===== config.mk =====
export PLATFORM = sky130hd
export DESIGN_NAME = serial_frame_tx
export DESIGN_NICKNAME = d
export VERILOG_FILES = /design/src/rtl/serial_frame_pkg.sv /design/src/rtl/bit_timer.sv /design/src/rtl/serial_frame_tx.sv
export SDC_FILE = /design/constraint.sdc
export NUM_CORES = 1
export LEC_CHECK = 0
export CAP_MARGIN = 40
export CORE_MARGIN = 5
export CORE_UTILIZATION = 36
export CTS_CLUSTER_SIZE = 14
export DETAILED_ROUTE_END_ITERATION = 8
export GPL_ROUTABILITY_DRIVEN = 0
export PLACE_DENSITY_LB_ADDON = 0.3
export SLEW_MARGIN = 20
export SYNTH_ARGS = -nofsm -noshare
export SYNTH_HDL_FRONTEND = slang
export SYNTH_SLANG_ARGS = --single-unit

===== constraint.sdc =====
create_clock -name clk -period 3.4 [get_ports clk]
set_input_delay 0.51 -clock clk [delete_from_list [all_inputs] [get_ports clk]]
set_output_delay 0.51 -clock clk [all_outputs]
set_load 0.01 [all_outputs]

===== src/rtl/serial_frame_pkg.sv =====
// Shared types and constants for the single-line serial frame link.
// Used by serial_frame_tx (optional parity via SERIAL_FRAME_TX_PARITY_EN).
package serial_frame_pkg;

  typedef enum logic [2:0] {
    IDLE   = 3'd0,
    START  = 3'd1,
    DATA   = 3'd2,
    PARITY = 3'd3,
    STOP   = 3'd4
  } tx_state_t;

  localparam logic LINE_IDLE = 1'b1;
  localparam logic START_LVL = 1'b0;

  // Clock cycles from the first START cycle to the last STOP cycle inclusive.
  function automatic int frame_len(input int data_w, input int clks_per_bit, input int p);
    return (2 + data_w + p) * clks_per_bit;
  endfunction

endpackage


===== src/rtl/bit_timer.sv =====
// Per-bit down-counter: holds each line bit for CLKS_PER_BIT cycles.
// Shared between the transmitter and receiver of the serial link.
module bit_timer #(
  parameter int CLKS_PER_BIT = 4
) (
  input  logic clk,
  input  logic rst,
  input  logic load,
  input  logic en,
  output logic bit_end
);

  localparam int CW = $clog2(CLKS_PER_BIT + 1);
  localparam logic [CW-1:0] RELOAD = CW'(CLKS_PER_BIT - 1);

  logic [CW-1:0] cnt;

  // Load wins over counting, so a bit boundary always reloads and the
  // counter never wraps mid-bit.
  always_ff @(posedge clk) begin
    if (rst) begin
      cnt <= '0;
    end else if (load) begin
      cnt <= RELOAD;
    end else if (en && (cnt != '0)) begin
      cnt <= cnt - 1'b1;
    end
  end

  assign bit_end = en && (cnt == '0);

endmodule


===== src/rtl/serial_frame_tx.sv =====
// Parallel-to-serial framed transmitter: start, LSB-first data, optional even
// parity (SERIAL_FRAME_TX_PARITY_EN), stop. Back-to-back frames accepted in last STOP cycle.
module serial_frame_tx
  import serial_frame_pkg::*;
#(
  parameter int DATA_W       = 8,
  parameter int CLKS_PER_BIT = 4
) (
  input  logic              clk,
  input  logic              rst,
  input  logic [DATA_W-1:0] data_in,
  input  logic              valid_in,
  output logic              ready_out,
  output logic              tx_out,
  output logic              busy,
  output logic              frame_done
);

  // Handshake: a word transfers on a rising edge where valid_in && ready_out;
  // ready_out comes from registered state only, valid_in may toggle freely
  // while ready_out is low and data_in is ignored outside the transfer edge.

  localparam int BCW = $clog2(DATA_W + 1);
  localparam logic [BCW-1:0] LAST_BIT = BCW'(DATA_W - 1);

  tx_state_t         state;
  logic [DATA_W-1:0] shift_reg;
  logic [DATA_W-1:0] shift_next;
  logic [BCW-1:0]    bit_cnt;
  logic              bit_end;
  logic              accept;
  logic              timer_load;
  logic              timer_en;

  assign busy       = (state != IDLE);
  assign frame_done = (state == STOP) && bit_end;
  assign ready_out  = (state == IDLE) || frame_done;
  assign accept     = valid_in && ready_out;
  assign timer_en   = busy;
  assign timer_load = accept || bit_end;
  assign shift_next = shift_reg >> 1;

`ifdef SERIAL_FRAME_TX_PARITY_EN
  logic [DATA_W-1:0] word;
  logic              parity_bit;

  // The shift register is consumed bit by bit, so keep the accepted word
  // intact for the parity bit.
  always_ff @(posedge clk) begin
    if (rst) begin
      word <= '0;
    end else if (accept) begin
      word <= data_in;
    end
  end

  assign parity_bit = ^word;
`endif

  bit_timer #(
    .CLKS_PER_BIT(CLKS_PER_BIT)
  ) u_bit_timer (
    .clk    (clk),
    .rst    (rst),
    .load   (timer_load),
    .en     (timer_en),
    .bit_end(bit_end)
  );

  always_ff @(posedge clk) begin
    if (rst) begin
      state     <= IDLE;
      shift_reg <= '0;
      bit_cnt   <= '0;
      tx_out    <= LINE_IDLE;
    end else begin
      case (state)
        IDLE: begin
          if (accept) begin
            state     <= START;
            shift_reg <= data_in;
            bit_cnt   <= '0;
            tx_out    <= START_LVL;
          end
        end
        START: begin
          if (bit_end) begin
            state  <= DATA;
            tx_out <= shift_reg[0];
          end
        end
        DATA: begin
          if (bit_end) begin
            bit_cnt <= bit_cnt + 1'b1;
            if (bit_cnt == LAST_BIT) begin
`ifdef SERIAL_FRAME_TX_PARITY_EN
              state  <= PARITY;
              tx_out <= parity_bit;
`else
              state  <= STOP;
              tx_out <= LINE_IDLE;
`endif
            end else begin
              shift_reg <= shift_next;
              tx_out    <= shift_next[0];
            end
          end
        end
`ifdef SERIAL_FRAME_TX_PARITY_EN
        PARITY: begin
          if (bit_end) begin
            state  <= STOP;
            tx_out <= LINE_IDLE;
          end
        end
`endif
        STOP: begin
          if (bit_end) begin
            if (accept) begin
              state     <= START;
              shift_reg <= data_in;
              bit_cnt   <= '0;
              tx_out    <= START_LVL;
            end else begin
              state  <= IDLE;
              tx_out <= LINE_IDLE;
            end
          end
        end
        default: begin
          state  <= IDLE;
          tx_out <= LINE_IDLE;
        end
      endcase
    end
  end

endmodule

Word-level counts from Yosys, hierarchy flattened
Index checks and enable logic that the tools add are counted.

word-level totals
  register bits after elaboration = 19
  bits in latches = 0
  memory bits (writable) = 0
  ROM bits = 0
  input bits = 11
  output and inout bits = 4
  word-level logic and storage cells = 60
  memories = 0

operators by class
  add/sub/neg operators = 2
  $mul = 0
  divide/modulo/power cells = 0
  $lt $le $gt $ge = 0
  equal/unequal tests = 10
  shifts and indexed selects = 0
  muxes and demuxes = 25
  bitwise operators = 0
  reduce and logical (&&, ||, !) cells = 17

operators with widths
  operator               count
  $mux W8                4
  $pmux W8 S3            1
  $mux W3                5
  $mux W4                3
  $ne A2 B2 Y1 const B   6
  $pmux W3 S4            1
  $pmux W4 S3            1
  $reduce_bool A3 Y1     3
  $reduce_and A4 Y1      2
  $mux W1                7
  $logic_not A3 Y1       2
  $reduce_and A5 Y1      1
  $add A4 B1 Y4 const B  1
  $eq A4 B3 Y1 const B   1
  $logic_and A1 B1 Y1    4
  $mux W2                2
  $pmux W1 S4            1
  $eq A3 B1 Y1 const B   1
  $eq A3 B2 Y1 const B   1
  $eq A3 B3 Y1 const B   1
  $reduce_and A3 Y1      1
  $sub A3 B1 Y3 const B  1
  $logic_or A1 B1 Y1     2
  $reduce_bool A2 Y1     1
  $reduce_or A2 Y1       1

Logic depth before layout (Yosys ltp)
  depth after elaboration = 8
  depth in mapped cells = 7
  depth with buffers taken out = 6

By module
A second synthesis with hierarchy kept.

second synthesis, totals
  cell total of the unflattened synthesis = 122
  area, all modules = 1053.5 µm²

by module, submodules not included
  module           times used  cells an instance  area each (µm²)  sequential area each (µm²)
  serial_frame_tx  1           102                863.3            320.3
  bit_timer        1           20                 190.2            60.1

Least setup slack after synthesis
Ideal clock, no wire load.

  path type = register to output
  start = register u_bit_timer.cnt[0]
  end = output port ready_out
  arrival time = 1280 ps
  required time = 2890 ps
  setup slack = 1610 ps
  stages on the path, launching flop included = 7
  path buffers = 1
  cells stage by stage = dfxtp_1 > inv_1 > ha_1 > nor2b_1 > buf_2 > nor2_1 > nor3_1

on the way
  cells in the longest elaborated chain, start to end = 4

RTL lines
  item                    line                   RTL
  from (decl)             bit_timer.sv:16        logic [CW-1:0] cnt;
  from (signal assigned)  bit_timer.sv:26        cnt <= cnt - 1'b1;
  $logic_not A3 Y1        bit_timer.sv:30        assign bit_end = en && (cnt == '0);
  $logic_and A1 B1 Y1     bit_timer.sv:30
  $logic_and A1 B1 Y1     serial_frame_tx.sv:36  assign frame_done = (state == STOP) && bit_end;
  $logic_or A1 B1 Y1      serial_frame_tx.sv:37  assign ready_out = (state == IDLE) || frame_done;
  to (decl)               serial_frame_tx.sv:13  output logic ready_out,

No other way between the ends.

Worst setup path in the final report
Ends and elaborated chain as after synthesis.

==> metrics.txt <==
status finished, final reports clean; CTS tree built; cell area after synthesis 0.00115 sq mm; Crit. End Element output port; number of DRC markers in iteration 0 43; Area growth syn-to-layout 16.6%; P_leak 0.513 nW; ant diodes 0; post-synth top area share 33.0%; DR vias 913; Fin Clk Skew 0.00272 ns; crit path DAT 1.99 ns; maximum VDD drop 0.276 mV; RSZ-0062 raised after global routing no; # setup viols final 0; Switching Fraction 31.5%; Startpoint Class flop; Layout Utilization 44.0%; Slew headroom 45.1%; minimum clock period after layout 2.50 ns; CP startpoint u_bit_timer.cnt[0]; maximum capacitance violations 0; Port Buffers 14; initial antenna violation count 0; Ys Warns 0; DR vias/cell 4.96; synthesized flop and latch total 19; fraction of layout cells with a size suffix above 1 13.6%; PnR worst setup slack 0.896 ns; Die Width 66.5 microns; # IOs 15; CTS Buffer Depth 2; Post-CTS Setup Bufs 0; total wire length 2180 microns; Num CTS Buffers 3; pre-CTS setup slack 1.10 ns; hold_buf cts 0; clock root cell clkbuf_4; fin crit share 73.6%; average wire per standard cell 11.9 microns; final instance area 0.00134 sq mm; Initial Util 37.7%; Slew @ Worst Pin 0.820 ns; vias in the first global route 900; first-pass GRT wire length 3850 microns; synth unique cells 35; Setup CP Type flop to output port; Post-synth EDFFs 0; Fin. Hold Viols 0; area leader, netlist dfxtp_1; H-tree depth 1; DP Wirelength 1570 microns; largest net degree at the start of global routing 27; Logic pwr share 29.8%; row cnt 20; Hold WC Path Type flop to flop; Reg power frac 48.7%; R2R Path Start state[1]; post_cts resized 0; synthesized instance count 129; max-slew violation count 0; clk slew on worst S/H paths 0.11 ns; Largest register FFs 8; Nets 155; Pint 372 uW; critical-path maximum fanout 12; die area 0.00443 sq mm; placed instance area 0.00130 sq mm; Seq/Total Area, Yosys 33.0%; Pre-antenna DRT Iters 4; Post-Synthesis Net Count 143; Tot GR Track Use 11.1%; P_sw 171 uW; Chip Height 66.5 microns; PD cells 405 mW/mm^2; core area 0.00305 sq mm; worst skew pair latency 0.30 ns; Setup TNS 0 ns; async set-reset flop share out of synthesis 0%; Synth Flop Type dfxtp_1; GRT overflow 0; drt drc 0; Routed Antenna Nets 0; clock net sink count 19; fillers 336; syn_area_per_cell 8.92 sq um; Area contributors post-synth dfxtp_1 33%, mux2i_1 10%, mux2_2 6.8%; launch point of the worst hold path u_bit_timer.cnt[0]; Worst EP required 2.89 ns; clock share of power 21.5%; fmax 399 MHz
[cells in the final DEF (no fill, tap or decap), drive strengths merged, types with 3 or more instances in the layout]
| cell | count |
|---|---|
| a21oi | 7 |
| mux2 | 7 |
| clkdlybuf4s50 | 14 |
| nor2b | 10 |
| mux2i | 12 |
| dfxtp | 19 |
| nand3 | 4 |
| o21ai | 3 |
| nor2 | 14 |
| nor3 | 7 |
| ha | 3 |
| clkbuf | 3 |
| o211ai | 4 |
| nor3b | 3 |
| inv | 5 |
| nand2b | 3 |
[per-layer routing]
layer / track usage, % / up-vias / wire (microns)
li1: - / 483 / -
met1: 13.5 / 414 / 1080
met2: 18.2 / 14 / 972
met3: 4.55 / 2 / 105
met4: 2.28 / 0 / 21
met5: 0 / - / 0
[through the flow]
stage / power [mW] / hold slack, ns / std cells
finish: 0.543 / 0.495 / 184
global route: 0.581 / 0.520 / 184
CTS: 0.550 / 0.502 / 183
detailed placement: 0.431 / 0.479 / 179
global placement: 0.425 / 0.470 / 179
floorplan: 0.387 / 0.454 / 129
[critical path, stage by stage (launching register included)]
cell	delay, ns
dfxtp_1	0.34
inv_1	0.08
ha_1	0.19
nor2b_1	0.15
buf_4	0.19
nor2_1	0.07
nor3_1	0.12
clkdlybuf4s50_1	0.56
[cell families after synthesis]
family,after synthesis,synth area share [%]
AO/OA/AOI/OAI,25,16.3
multiplexers,19,17.3
buffers and inverters,14,6.30
adder cells (fa/ha/maj),3,3.26
flip-flops,19,33.0
AND/OR/NAND/NOR,49,23.8
[cells in the mapped netlist, types with 2 or more instances]
cell and instances:
clkbuf_1 2, nand3b_1 2, inv_1 5, nor3b_2 2
nand2_1 2, o21a_1 2, nor2_1 14, a311oi_1 2
a211oi_1 2, buf_2 4, dfxtp_1 19, nor3_1 7
nand3_1 4, mux2_2 7, o211ai_1 3, a21oi_1 6
nor2b_1 10, mux2i_1 12, a32oi_1 2, o21ai_0 2
nand2b_1 3, ha_1 3, buf_4 2
[power by group through the flow]
stage               Sequential (mW)  Clock, mW  Combinational (mW)
finish                        0.265      0.117               0.162
global route                  0.269      0.132               0.180
CTS                           0.265      0.123               0.162
detailed placement            0.269          0               0.161
global placement              0.269          0               0.157
floorplan                     0.262          0               0.125
[final timing paths]
path / end / slack (ns) / cells past startpoint
max: ready_out / 0.90 / 7
min: u_bit_timer.cnt[0] / 0.49 / 1
min reg2reg: u_bit_timer.cnt[0] / 0.49 / 1
max reg2reg: shift_reg[5] / 1.28 / 4
[cell type report]
type | instances | area [sq um] | share of cell area (%)
multi-input cells | 96 | 698 | 52.0
well taps | 44 | 55.1 | 4.10
clock buffers | 3 | 22.5 | 1.68
clock inverters | 1 | 5.00 | 0.373
flip-flops and latches | 19 | 380 | 28.3
inverters | 5 | 18.8 | 1.40
repair buffers | 16 | 163 | 12.1
(Power assumes the default switching activity.)
